**config.mk**
```make
export PLATFORM = sky130hd
export DESIGN_NAME = ram_rr_ctrl
export DESIGN_NICKNAME = d
export VERILOG_FILES = /design/src/rtl/ram_ctrl_pkg.sv /design/src/rtl/rr_arb2.sv /design/src/rtl/ram_rr_ctrl.sv
export SDC_FILE = /design/constraint.sdc
export NUM_CORES = 1
export LEC_CHECK = 0
export CORE_MARGIN = 2
export CORE_UTILIZATION = 33
export DETAILED_ROUTE_END_ITERATION = 8
export PLACE_DENSITY = 0.85
export SYNTH_ARGS = -nofsm -noshare
export SYNTH_HDL_FRONTEND = slang
export SYNTH_SLANG_ARGS = --single-unit
```
**constraint.sdc**
```tcl
create_clock -name clk -period 1.2 [get_ports clk]
set_clock_uncertainty 0.15 [all_clocks]
set_input_delay 0.24 -clock clk [delete_from_list [all_inputs] [get_ports clk]]
set_output_delay 0.24 -clock clk [all_outputs]
set_load 0.01 [all_outputs]
```
**src/rtl/ram_ctrl_pkg.sv**
```systemverilog
// Shared constants for the two-requester round-robin RAM port controller.
// Provides default geometry, FSM state encodings and requester ids.
// Imported by rr_arb2 and ram_rr_ctrl.
package ram_ctrl_pkg;

  localparam int ADDR_W_DEF = 4;
  localparam int DATA_W_DEF = 8;
  localparam int DEPTH_DEF  = 2 ** ADDR_W_DEF;

  // FSM encodings kept as plain constants so older flows can consume them.
  typedef logic [1:0] state_t;
  localparam state_t ST_CLEAR  = 2'd0;
  localparam state_t ST_IDLE   = 2'd1;
  localparam state_t ST_RD_RSP = 2'd2;

  // Requester ids; bit position in req/gnt vectors matches the id.
  localparam logic REQ_A = 1'b0;
  localparam logic REQ_B = 1'b1;

endpackage

```
**src/rtl/rr_arb2.sv**
```systemverilog
// Purpose: 2-way round-robin grant; the requester that did not win last time wins a tie.
// Latency: purely combinational. Backpressure: none; last_grant is owned by the caller.
// Ports: req[1:0] (bit0=A, bit1=B), last_grant (REQ_A/REQ_B), gnt[1:0] one-hot or zero.
module rr_arb2
  import ram_ctrl_pkg::*;
(
  input  logic [1:0] req,
  input  logic       last_grant,
  output logic [1:0] gnt
);

  always_comb begin
    gnt = req;
    if (req == 2'b11) begin
      gnt = (last_grant == REQ_B) ? 2'b01 : 2'b10;
    end
  end

endmodule

```
**src/rtl/ram_rr_ctrl.sv**
```systemverilog
// Purpose: clears the single-port RAM after reset, then shares it between requesters A and B.
// Latency: write completes at accept edge; read rvalid in the 2nd cycle after accept.
// Backpressure: *_ready is combinational; low during clear, read response, or lost arbitration.
// Ports: clk/rst (sync, active-high); a_*/b_* request channels with ready and rvalid/readdata
//        responses; mem_* drive the RAM port (mem_readdata returns one cycle after a read);
//        init_done is high once the clear sweep has finished.
module ram_rr_ctrl
  import ram_ctrl_pkg::*;
#(
  parameter int ADDR_W         = ADDR_W_DEF,
  parameter int DATA_W         = DATA_W_DEF,
  parameter bit CLEAR_ON_RESET = 1'b1
) (
  input  logic              clk,
  input  logic              rst,
  input  logic              a_valid,
  input  logic              a_wr_rd,
  input  logic [ADDR_W-1:0] a_add,
  input  logic [DATA_W-1:0] a_writedata,
  output logic              a_ready,
  output logic              a_rvalid,
  output logic [DATA_W-1:0] a_readdata,
  input  logic              b_valid,
  input  logic              b_wr_rd,
  input  logic [ADDR_W-1:0] b_add,
  input  logic [DATA_W-1:0] b_writedata,
  output logic              b_ready,
  output logic              b_rvalid,
  output logic [DATA_W-1:0] b_readdata,
  output logic              mem_valid,
  output logic              mem_wr_rd,
  output logic [ADDR_W-1:0] mem_add,
  output logic [DATA_W-1:0] mem_writedata,
  input  logic [DATA_W-1:0] mem_readdata,
  output logic              init_done
);

  localparam logic [ADDR_W-1:0] LAST_ADDR = '1;

  state_t              state_q, state_d;
  logic [ADDR_W-1:0]   clr_cnt_q, clr_cnt_d;
  logic                last_grant_q, last_grant_d;
  logic                owner_q, owner_d;
  logic                a_rvalid_q, a_rvalid_d;
  logic                b_rvalid_q, b_rvalid_d;
  logic [DATA_W-1:0]   a_readdata_q, a_readdata_d;
  logic [DATA_W-1:0]   b_readdata_q, b_readdata_d;

  logic [1:0]          gnt;
  logic                sel_b;
  logic                sel_wr;

  rr_arb2 u_arb (
    .req        ({b_valid, a_valid}),
    .last_grant (last_grant_q),
    .gnt        (gnt)
  );

  assign sel_b  = gnt[1];
  assign sel_wr = sel_b ? b_wr_rd : a_wr_rd;

  always_comb begin
    state_d       = state_q;
    clr_cnt_d     = clr_cnt_q;
    last_grant_d  = last_grant_q;
    owner_d       = owner_q;
    a_rvalid_d    = 1'b0;
    b_rvalid_d    = 1'b0;
    a_readdata_d  = a_readdata_q;
    b_readdata_d  = b_readdata_q;
    a_ready       = 1'b0;
    b_ready       = 1'b0;
    mem_valid     = 1'b0;
    mem_wr_rd     = 1'b0;
    mem_add       = '0;
    mem_writedata = '0;

    case (state_q)
      ST_CLEAR: begin
        mem_valid = 1'b1;
        mem_wr_rd = 1'b1;
        mem_add   = clr_cnt_q;
        // Counter wraps to 0 after the last word, so a later re-clear starts at 0.
        clr_cnt_d = clr_cnt_q + 1'b1;
        if (clr_cnt_q == LAST_ADDR) begin
          state_d = ST_IDLE;
        end
      end

      ST_IDLE: begin
        // A grant is only ever issued to a valid requester, so ready == accept here.
        a_ready       = gnt[0];
        b_ready       = gnt[1];
        mem_valid     = |gnt;
        mem_wr_rd     = sel_wr;
        mem_add       = sel_b ? b_add : a_add;
        mem_writedata = sel_b ? b_writedata : a_writedata;
        if (|gnt) begin
          last_grant_d = sel_b ? REQ_B : REQ_A;
          if (!sel_wr) begin
            owner_d = sel_b ? REQ_B : REQ_A;
            state_d = ST_RD_RSP;
          end
        end
      end

      ST_RD_RSP: begin
        // RAM output is valid during this cycle; capture it for the owner.
        state_d = ST_IDLE;
        if (owner_q == REQ_B) begin
          b_rvalid_d   = 1'b1;
          b_readdata_d = mem_readdata;
        end else begin
          a_rvalid_d   = 1'b1;
          a_readdata_d = mem_readdata;
        end
      end

      default: begin
        state_d = ST_IDLE;
      end
    endcase
  end

  always_ff @(posedge clk) begin
    if (rst) begin
      state_q      <= CLEAR_ON_RESET ? ST_CLEAR : ST_IDLE;
      clr_cnt_q    <= '0;
      last_grant_q <= REQ_B;
      owner_q      <= REQ_A;
      a_rvalid_q   <= 1'b0;
      b_rvalid_q   <= 1'b0;
      a_readdata_q <= '0;
      b_readdata_q <= '0;
    end else begin
      state_q      <= state_d;
      clr_cnt_q    <= clr_cnt_d;
      last_grant_q <= last_grant_d;
      owner_q      <= owner_d;
      a_rvalid_q   <= a_rvalid_d;
      b_rvalid_q   <= b_rvalid_d;
      a_readdata_q <= a_readdata_d;
      b_readdata_q <= b_readdata_d;
    end
  end

  assign a_rvalid   = a_rvalid_q;
  assign b_rvalid   = b_rvalid_q;
  assign a_readdata = a_readdata_q;
  assign b_readdata = b_readdata_q;
  assign init_done  = (state_q != ST_CLEAR);

endmodule
```
==> key figures, run 1 <==
Status
  – Status: complete, but fails checks
  – Failing checks: setup timing

Worst setup path
  – Data arrival, critical path: 1.52 ns
  – Critical setup path kind: register to output port
  – Worst Setup Start Kind: register
  – Crit path capture type: output port
  – Data required, critical path: 0.81 ns
  – CP max FO: 4

Layout
  – Fill count: 270
  – Area growth syn-to-layout: 104.6%
  – ANT cells: 0
  – Nets@finish: 294
  – Area of the multi-input gates: 905.9 sq um
  – Register area: 548.0 sq um
  – Layout cells sized above 1: 0.5669
  – Finished Core Util: 0.6983

Timing
  – Total negative setup slack: -15.63 ns
  – Slew Limit Fails: 0
  – Fmax achieved: 523.6 MHz
  – Worst Setup Slack, final: -0.7098 ns
  – Final Hold Violating Endpoints: 0
  – RSZ-0062 raised after global routing: true
  – Worst-Margin Slew: 0.2664 ns
  – Final period utilization: 1.592
  – # setup viols final: 41
  – Fin crit period: 1.910 ns
  – Slew HR: 0.8221

Pwr
  – Clk pwr share: 0.305
  – Pint: 0.001393 W
  – Sw Pwr: 0.0004267 W
  – Maximum VDD drop: 0.9934 mV
  – PwrDens: 717.2 nW/um^2
  – Leakage power: 1.140 nW
  – Pwr Total: 0.001820 W
  – Sw Share: 0.2345
  – Seq pwr share: 0.479
  – Comb pwr share: 0.216

Global routing
  – Largest net degree at the start of global routing: 19
  – Antenna violations before repair: 0
  – Vias in the first global route: 1497
  – Total track usage: 0.2193
  – First-pass GRT wire length: 7210 microns
  – Grt ovf: 0

Yosys
  – Synthesis warning total: 0
  – Asr flop ratio synth: 0
  – Multiplexer share of the synthesized area: 0.1372
  – Xor/xnor share of the synthesized area: 0.01413
  – Most used DFF post-synth: dfxtp_1
  – #FFs+latches synth: 26
  – Syn Area/Cell: 8.378 sq um
  – Mapped cell area: 1240 sq um
  – Compound-Gate Fraction of Synth Area: 0.1322
  – Synth Net Count: 187
  – Cell variety after synth: 29
  – Post-synth top area share: 0.4198
  – Part of the Yosys area used for sequential elements: 0.4198
  – Synth Area in Adders: 0.01009
  – Post-synth EDFFs: 0
  – Largest family of logic cells by synthesized area: simple AND/OR/NAND/NOR gates
  – Main area contributors after synthesis: dfxtp_1, mux2i_1, nor2_1
  – Simple-gate share of the synthesized area: 0.2291
  – Gate Count Post-Synth: 148
  – Post-synth top area cell: dfxtp_1

Drt
  – Post-route ant nets: 0
  – DRT iter0 DRCs: 63
  – DR vias/cell: 4.894
  – Drt first pass iters: 4
  – WL per Instance: 15.94 microns
  – DRC: 0
  – Vias: 1478
  – Routed wire length: 4815 microns

Floorplanning
  – IO Count: 73
  – Initial Util: 0.3413
  – Die width: 65.30 microns
  – Core Region: 3633 sq um
  – FP Rows: 22
  – Die ar.: 4263 sq um
  – Die height: 65.30 microns

Placed design
  – I/O Buffers: 72
  – Post-DP HPWL: 2961 microns
  – Gpl congestion: 0.7887

Clock tree
  – Max Root-Sink Buffers: 2
  – Clock Latency Late Sink: 0.27 ns
  – CTS buffer count: 3
  – Clock sinks: 26
  – Htree depth: 1
  – CTS tree: yes
  – Post-CTS Hold Buffers: 0
  – Clk pin slew, worst setup/hold paths: 0.09 ns
  – Clk Tree Root Cell: clkbuf_8

Hold path
  – Hold WC Path Type: register to register

Flow run
  – MaxCap Viol Count: 0
Yosys cell counts, types with 2 or more instances:
cell and number:
nor2_1 27, dfxtp_1 26, nand2_1 25, mux2i_1 17
a21oi_1 13, a311oi_1 4, buf_2 3, buf_4 3
clkbuf_1 3, inv_1 3, nand3_1 2, nor2b_1 2
nor3b_1 2, o21ai_0 2, xnor2_1 2
logic make-up after synthesis:
family                     count (synthesis)
muxes                                     17
buffers and inverters                     13
AOI/OAI and AO/OA                         24
DFF                                       26
adders and majority gates                  1
xor gates and xnor gates                   2
and+or+nand+nor                           65
sequential cells by signal (all words and copies together), names as in the netlist:
name,count
owner_q,1
clr_cnt_q,4
a_rvalid,1
b_readdata,8
a_readdata,8
state_q,2
last_grant_q,1
b_rvalid,1
worst max-delay path, cell delays in order, from the launching register on:
cell and delay, ns:
dfxtp_4 0.37, a21boi_4 0.20, buf_6 0.15, nand2_4 0.05, a311oi_2 0.28, buf_2 0.19
final timing paths:
check	start	end	slack, ns	depth (start not counted)
worst max-delay path	last_grant_q$_SDFFE_PP1P_	mem_add[2]	-0.71	5
worst min register to register	a_readdata[7]$_SDFFE_PP0P_	a_readdata[7]$_SDFFE_PP0P_	0.34	2
worst min-delay path	a_readdata[7]$_SDFFE_PP0P_	a_readdata[7]$_SDFFE_PP0P_	0.34	2
worst max register to register	state_q[0]$_SDFFE_PP0P_	a_readdata[3]$_SDFFE_PP0P_	-0.36	6
stage by stage:
step	setup WS, ns	area (sq um)	hold slack [ns]	instances
after CTS	-0.6844	2499	0.3440	303
final	-0.7098	2537	0.3421	302
after global placement	-1.183	2285	0.3242	287
after detailed placement	-1.304	2285	0.3397	287
after floorplan	-0.2224	1346	0.2339	148
after global routing	-0.7482	2537	0.3827	302
routing by layer:
metal,track usage,vias up,share of wire
met4,0.05208,0,0.026
met5,0,-,0
met3,0.04452,12,0.025
li1,-,713,-
met2,0.4120,32,0.55
met1,0.2524,721,0.40
cell type report:
type                       instances  area share
tap                               48     0.02367
inverter                           3    0.004438
timing repair buffer             112      0.3772
sequential                        26      0.2160
clock buffer                       4     0.02170
multi-input combinational        109      0.3570
repair_timing:
action	4_1_cts	5_1_grt
hold endpoints to repair	0	0
setup endpoints to repair	59	44
gates cloned	2	1
setup buffers	11	6
pin swaps	15	25
resized for setup	200	31
layout by cell type, fill, tap and decap left out, types with 2 or more instances in the layout:
master	netlist	routed
dfxtp_4	0	3
nand2_1	25	9
nor2_4	0	2
nand2_4	0	4
dfxtp_1	26	10
o21ai_0	2	2
nor2_1	27	25
clkdlybuf4s50_1	0	35
dfxtp_2	0	13
buf_6	1	21
mux2i_1	17	14
nand2_2	0	12
mux2i_2	0	2
dlygate4sd2_1	0	2
buf_2	3	33
inv_1	3	3
a21oi_1	13	2
a311oi_2	0	4
buf_4	3	17
buf_12	0	2
nor3b_4	0	2
a21oi_2	0	11
clkbuf_8	0	4
power by group through the flow:
stage | registers (W) | clock network [W] | logic (W)
floorplan | 0.000898 | 0 | 0.000103
global placement | 0.000896 | 0 | 0.000308
detailed placement | 0.000896 | 0 | 0.000314
CTS | 0.000871 | 0.000572 | 0.000378
global route | 0.000873 | 0.000608 | 0.000413
finish | 0.000872 | 0.000555 | 0.000393
Note: power is estimated with default switching activity, not from simulation.
==> run 2: changes to the inputs <==
--- a/config.mk
+++ b/config.mk
@@ -6,9 +6,10 @@
 export NUM_CORES = 1
 export LEC_CHECK = 0
 export CORE_MARGIN = 2
-export CORE_UTILIZATION = 33
+export CORE_UTILIZATION = 37
+export CTS_CLUSTER_SIZE = 12
 export DETAILED_ROUTE_END_ITERATION = 8
-export PLACE_DENSITY = 0.85
+export PLACE_DENSITY = 0.89
 export SYNTH_ARGS = -nofsm -noshare
 export SYNTH_HDL_FRONTEND = slang
 export SYNTH_SLANG_ARGS = --single-unit
==> constraint.sdc (replaced) <==
create_clock -name clk -period 1.85 [get_ports clk]
set_clock_uncertainty 0.15 [all_clocks]
set_input_delay 0.37 -clock clk [delete_from_list [all_inputs] [get_ports clk]]
set_output_delay 0.37 -clock clk [all_outputs]
set_load 0.01 [all_outputs]
==> run 2 against run 1 <==
Against the previous run: wire length decreased by 17%; sequential share of layout area up 1.3 points; critical endpoint is now mem_add[0]; clock-buffer cell count unchanged; hold slack gained 0.0084 ns; via count fell by 4.7%; die area shrank 10%; first-iteration DRC count is 48% lower; global-route usage is 3.1 points lower; the run still ends with setup timing left; final cell count is 4.3% lower; non-clock buffer count decreased by 11; final area fell by 8.9%.
==> key figures, run 2 (synthesis results as in run 1) <==
Placed design
  – Post-DP HPWL: 2634 microns
  – I/O Buffers: 72
  – Gpl congestion: 0.7176

Clock tree
  – Htree depth: 1
  – CTS tree: yes
  – Clk Tree Root Cell: clkbuf_4
  – Max Root-Sink Buffers: 2
  – Clock sinks: 26
  – Clock Latency Late Sink: 0.31 ns
  – Clk pin slew, worst setup/hold paths: 0.13 ns
  – CTS buffer count: 3
  – Post-CTS Hold Buffers: 0

Worst setup path
  – Critical setup path kind: input port to output port
  – Worst Setup Start Kind: input port
  – Cell family with most CP delay: buffers and inverters
  – Data arrival, critical path: 1.53 ns
  – Crit path capture type: output port
  – Critical path buffers and inverters: 3
  – Crit-path max cell delay: 0.31 ns
  – Slowest CP cell: dlygate4sd2_1
  – Data required, critical path: 1.33 ns
  – CP max FO: 6
  – Reg2Reg Depth: 6
  – Critical-path cell list: dlygate4sd2_1 > a21bo_4 > buf_6 > nand2_2 > a311oi_2 > buf_2
  – Critical path depth: 6

Timing
  – Slew Limit Fails: 0
  – Fmax achieved: 487.1 MHz
  – # setup viols final: 13
  – Fin crit period: 2.053 ns
  – Final Hold Violating Endpoints: 0
  – RSZ-0062 raised after global routing: true
  – Slew HR: 0.8459
  – Final period utilization: 1.110
  – Worst-Margin Slew: 0.2286 ns
  – Worst Setup Slack, final: -0.2028 ns

Floorplanning
  – Core Region: 3284 sq um
  – Die ar.: 3830 sq um
  – IO Count: 73
  – Die height: 61.89 microns
  – FP Rows: 21
  – Die width: 61.89 microns
  – Initial Util: 0.3775

Drt
  – Vias: 1408
  – DRT iter0 DRCs: 33
  – Post-route ant nets: 0
  – DRC: 0
  – Drt first pass iters: 4
  – Routed wire length: 4005 microns
  – WL per Instance: 13.86 microns
  – DR vias/cell: 4.872

Global routing
  – Grt ovf: 0
  – Antenna violations before repair: 0
  – Vias in the first global route: 1259
  – Largest net degree at the start of global routing: 19
  – First-pass GRT wire length: 5361 microns
  – Total track usage: 0.1887

Hold path
  – Hold depth: 2
  – Hold WC Path Type: register to register

Flow run
  – MaxCap Viol Count: 0

Layout
  – Layout cells sized above 1: 0.3374
  – Area growth syn-to-layout: 86.38%
  – Most common cell after layout, fill and taps aside: clkdlybuf4s50_1
  – Nets@finish: 283
  – ANT cells: 0
  – Commonest non-fill, non-tap cells in the layout: clkdlybuf4s50_1, nor2_1, dfxtp_1, buf_4, mux2i_1
  – Finished Core Util: 0.7036

Pwr
  – PwrDens: 462.9 nW/um^2
  – Maximum VDD drop: 0.4269 mV
  – Pwr Total: 0.001070 W
  – Leakage power: 0.9971 nW

Status
  – Status: complete, but fails checks
  – Failing checks: setup timing
-- run 2: cell count changes in the layout (fill, tap and decap cells not counted), moves of 5 or more --
cell and delta:
buf_2 -19, clkdlybuf4s50_1 +18, dfxtp_1 +14, dfxtp_2 -13, buf_6 -11, a21oi_1 +5, a21oi_2 -5
-- run 2: stage by stage --
step | hold slack [ns] | worst slack (ns) | area, sq um | setup TNS [ns] | std cells
final | 0.3504 | -0.2028 | 2311 | -1.754 | 289
after global routing | 0.3802 | -0.2960 | 2311 | -2.878 | 289
after CTS | 0.3539 | -0.1952 | 2187 | -1.586 | 287
after detailed placement | 0.3270 | -0.8145 | 2121 | -11.40 | 277
after global placement | 0.3221 | -0.7955 | 2121 | -10.92 | 277
after floorplan | 0.2986 | 0.1389 | 1240 | 0 | 148
-- run 2: layout make-up --
class	instances	area, sq um
flip-flops and latches	26	528.0
fillers	245	973.4
inverters	3	11.26
multi-input cells	109	778.2
repair buffers	101	899.6
well taps	46	57.56
clock buffers	4	36.28
-- run 2: power by group --
group          switching (W)  internal, W  total, W
sequential        0.00000476     0.000563  0.000568
combinational      0.0000852     0.000136  0.000221
clock               0.000161     0.000120  0.000281
total               0.000251     0.000819   0.00107
-- run 2: repair_timing --
action | CTS | global route
buffers inserted | 5 | 2
setup endpoints to repair | 17 | 16
gates cloned | 1 | 0
gates resized for setup | 82 | 31
pin swaps | 7 | 15
-- run 2: worst paths after layout --
path                             start                 endpoint  slack [ns]
max                            a_valid               mem_add[0]       -0.20
max reg2reg  last_grant_q$_SDFFE_PP1P_  state_q[0]$_SDFFE_PP0P_        0.28
min               owner_q$_SDFFE_PP0P_     owner_q$_SDFFE_PP0P_        0.35
min reg2reg       owner_q$_SDFFE_PP0P_     owner_q$_SDFFE_PP0P_        0.35
-- run 2: tightest hold or removal path, stage by stage (launching register included) --
cell	delay [ns]
dfxtp_1	0.36
o41ai_2	0.06
a21oi_1	0.05
-- run 2: layer usage --
metal  vias up  GRT usage  share of wire
met5         -          0              0
met4         0    0.06079          0.017
met3         9    0.08282           0.14
met2        77     0.3489           0.46
met1       629     0.1885           0.38
li1        693          -              -
==> run 3: changes to the inputs <==
--- a/config.mk
+++ b/config.mk
@@ -10,6 +10,7 @@
 export CTS_CLUSTER_SIZE = 12
 export DETAILED_ROUTE_END_ITERATION = 8
 export PLACE_DENSITY = 0.89
+export REMOVE_ABC_BUFFERS = 1
 export SYNTH_ARGS = -nofsm -noshare
 export SYNTH_HDL_FRONTEND = slang
 export SYNTH_SLANG_ARGS = --single-unit
==> run 3 against run 2 <==
Against the previous run: the flow still finishes with violations (setup timing); hold slack hardly changed; register-to-register slack worse by 0.02 ns; critical path depth decreased by 1; wire length grew 4.1%; power fell by 4.2%; largest cell class unchanged; sequential cell count unchanged; highest routed layer unchanged; critical endpoint is now mem_wr_rd; fmax rose by 0.94%; setup slack improved by 0.019 ns.
==> key figures, run 3 (synthesis results as in run 1) <==
Layout
  – Nets@finish: 284
  – Final Instance Area: 2356 sq um
  – Layout cells sized above 1: 0.3663
  – Most common cell after layout, fill and taps aside: clkdlybuf4s50_1
  – Commonest non-fill, non-tap cells in the layout: clkdlybuf4s50_1, nor2_1, dfxtp_1, buf_4, mux2i_1
  – Area growth syn-to-layout: 90.01%
  – ANT cells: 0
  – Finished Layout Cells: 289
  – Finished Core Util: 0.7173

Global routing
  – First-pass GRT wire length: 5671 microns
  – Antenna violations before repair: 0
  – Total track usage: 0.2003
  – Vias in the first global route: 1351
  – Largest net degree at the start of global routing: 19
  – Grt ovf: 0

Drt
  – Vias: 1390
  – Post-route ant nets: 0
  – DR vias/cell: 4.810
  – DRT iter0 DRCs: 30
  – DRC: 0
  – WL per Instance: 14.43 microns
  – Routed wire length: 4169 microns
  – Drt first pass iters: 4

Clock tree
  – Htree depth: 1
  – Clock Latency Late Sink: 0.31 ns
  – Clk Tree Root Cell: clkbuf_4
  – Clock sinks: 26
  – Clk pin slew, worst setup/hold paths: 0.13 ns
  – CTS buffer count: 3
  – Max Root-Sink Buffers: 2
  – CTS tree: yes

Timing
  – # setup viols final: 12
  – RSZ-0062 raised after global routing: true
  – Fmax achieved: 491.7 MHz
  – Slew Limit Fails: 0
  – Slew HR: 0.8271
  – Worst Setup Slack, final: -0.1836 ns
  – Worst-Margin Slew: 0.2593 ns
  – Final Hold Violating Endpoints: 0
  – Hold_ws: 0.3500 ns
  – Fin crit period: 2.034 ns
  – Final period utilization: 1.099

Floorplanning
  – Core Region: 3284 sq um
  – Die ar.: 3830 sq um
  – Initial Util: 0.3775
  – IO Count: 73
  – Die height: 61.89 microns
  – FP Rows: 21
  – Die width: 61.89 microns

Pwr
  – Leakage power: 1.018 nW
  – Pwr Total: 0.001024 W
  – Seq pwr share: 0.556
  – Maximum VDD drop: 0.4160 mV
  – Comb pwr share: 0.222
  – Clk pwr share: 0.222
  – Pint: 0.0007775 W
  – Sw Share: 0.2410
  – Sw Pwr: 0.0002469 W
  – PwrDens: 434.8 nW/um^2

Worst setup path
  – Critical path depth: 5
  – Crit-path max cell delay: 0.38 ns
  – CP max FO: 5
  – Critical path buffers and inverters: 2
  – Critical-path cell list: a21boi_4 > buf_6 > mux2i_4 > a21oi_2 > buf_2
  – Crit. Startpoint: last_grant_q$_SDFFE_PP1P_
  – Critical setup path kind: register to output port
  – Crit path capture type: output port
  – FF-to-FF setup slack: 0.26 ns
  – Reg2Reg Depth: 6
  – Reg2reg end: state_q[0]$_SDFFE_PP0P_
  – Cell family with most CP delay: flip-flops
  – Worst Setup Start Kind: register
  – R2r startpoint: last_grant_q$_SDFFE_PP1P_
  – Slowest CP cell: dfxtp_4
  – Data arrival, critical path: 1.51 ns
  – Data required, critical path: 1.33 ns

Hold path
  – Hold depth: 2
  – Hold endpoint: owner_q$_SDFFE_PP0P_
  – HP Start: owner_q$_SDFFE_PP0P_
  – Hold WC Path Type: register to register

Placed design
  – Gpl congestion: 0.6813
  – Placed insts: 279
  – Placed cell area: 2148 sq um
  – Post-DP HPWL: 2665 microns
  – I/O Buffers: 72

Flow run
  – MaxCap Viol Count: 0

Status
  – Status: complete, but fails checks
  – Failing checks: setup timing
-- run 3: what timing repair did --
action | 4_1_cts | 5_1_grt
gates resized for setup | 107 | 21
hold buffers | 0 | 0
setup endpoints to repair | 17 | 16
cloned | 1 | 0
setup buffers | 6 | 1
pin swaps | 12 | 14
-- run 3: how the worst max path moves through the flow --
stage,slack (ns),endpoint
5_1_grt,-0.25,mem_writedata[5]
2_1_floorplan,-0.17,a_readdata[0]$_SDFFE_PP0P_
3_5_place_dp,-0.82,mem_add[2]
3_3_place_gp,-0.71,mem_writedata[1]
4_1_cts,-0.18,mem_add[0]
6_report,-0.18,mem_wr_rd
-- run 3: power groups by stage --
stage                     sequential [W]  clock [W]  combinational (W)
after floorplan                 0.000583          0          0.0000444
after global placement          0.000583          0           0.000174
after detailed placement        0.000583          0           0.000177
after CTS                       0.000569   0.000241           0.000208
after global routing            0.000571   0.000256           0.000242
final                           0.000569   0.000227           0.000228
-- run 3: per-layer routing --
layer,track usage,vias to the layer above,wire [microns]
li1,-,690,-
met1,0.2076,626,1539
met2,0.3654,68,2143
met3,0.06832,6,421
met4,0.08511,0,65
met5,0,-,0
-- run 3: final cells by class --
type,count,area (sq um)
repair buffers,102,918.4
well taps,46,57.56
fillers,220,928.4
inverters,3,11.26
flip-flops and latches,26,525.5
multi-input cells,109,820.8
clock buffers,3,22.52
-- run 3: stage by stage --
stage / setup TNS, ns / setup WS [ns]
2_1_floorplan: -1.380 / -0.1697
3_3_place_gp: -10.90 / -0.7119
3_5_place_dp: -11.74 / -0.8170
4_1_cts: -1.609 / -0.1780
5_1_grt: -2.397 / -0.2532
6_report: -1.642 / -0.1836
-- run 3: tightest hold or removal path, cell delays in order, from the launching register on --
cell and delay [ns]:
dfxtp_1 0.36, o41ai_2 0.06, a21oi_1 0.05
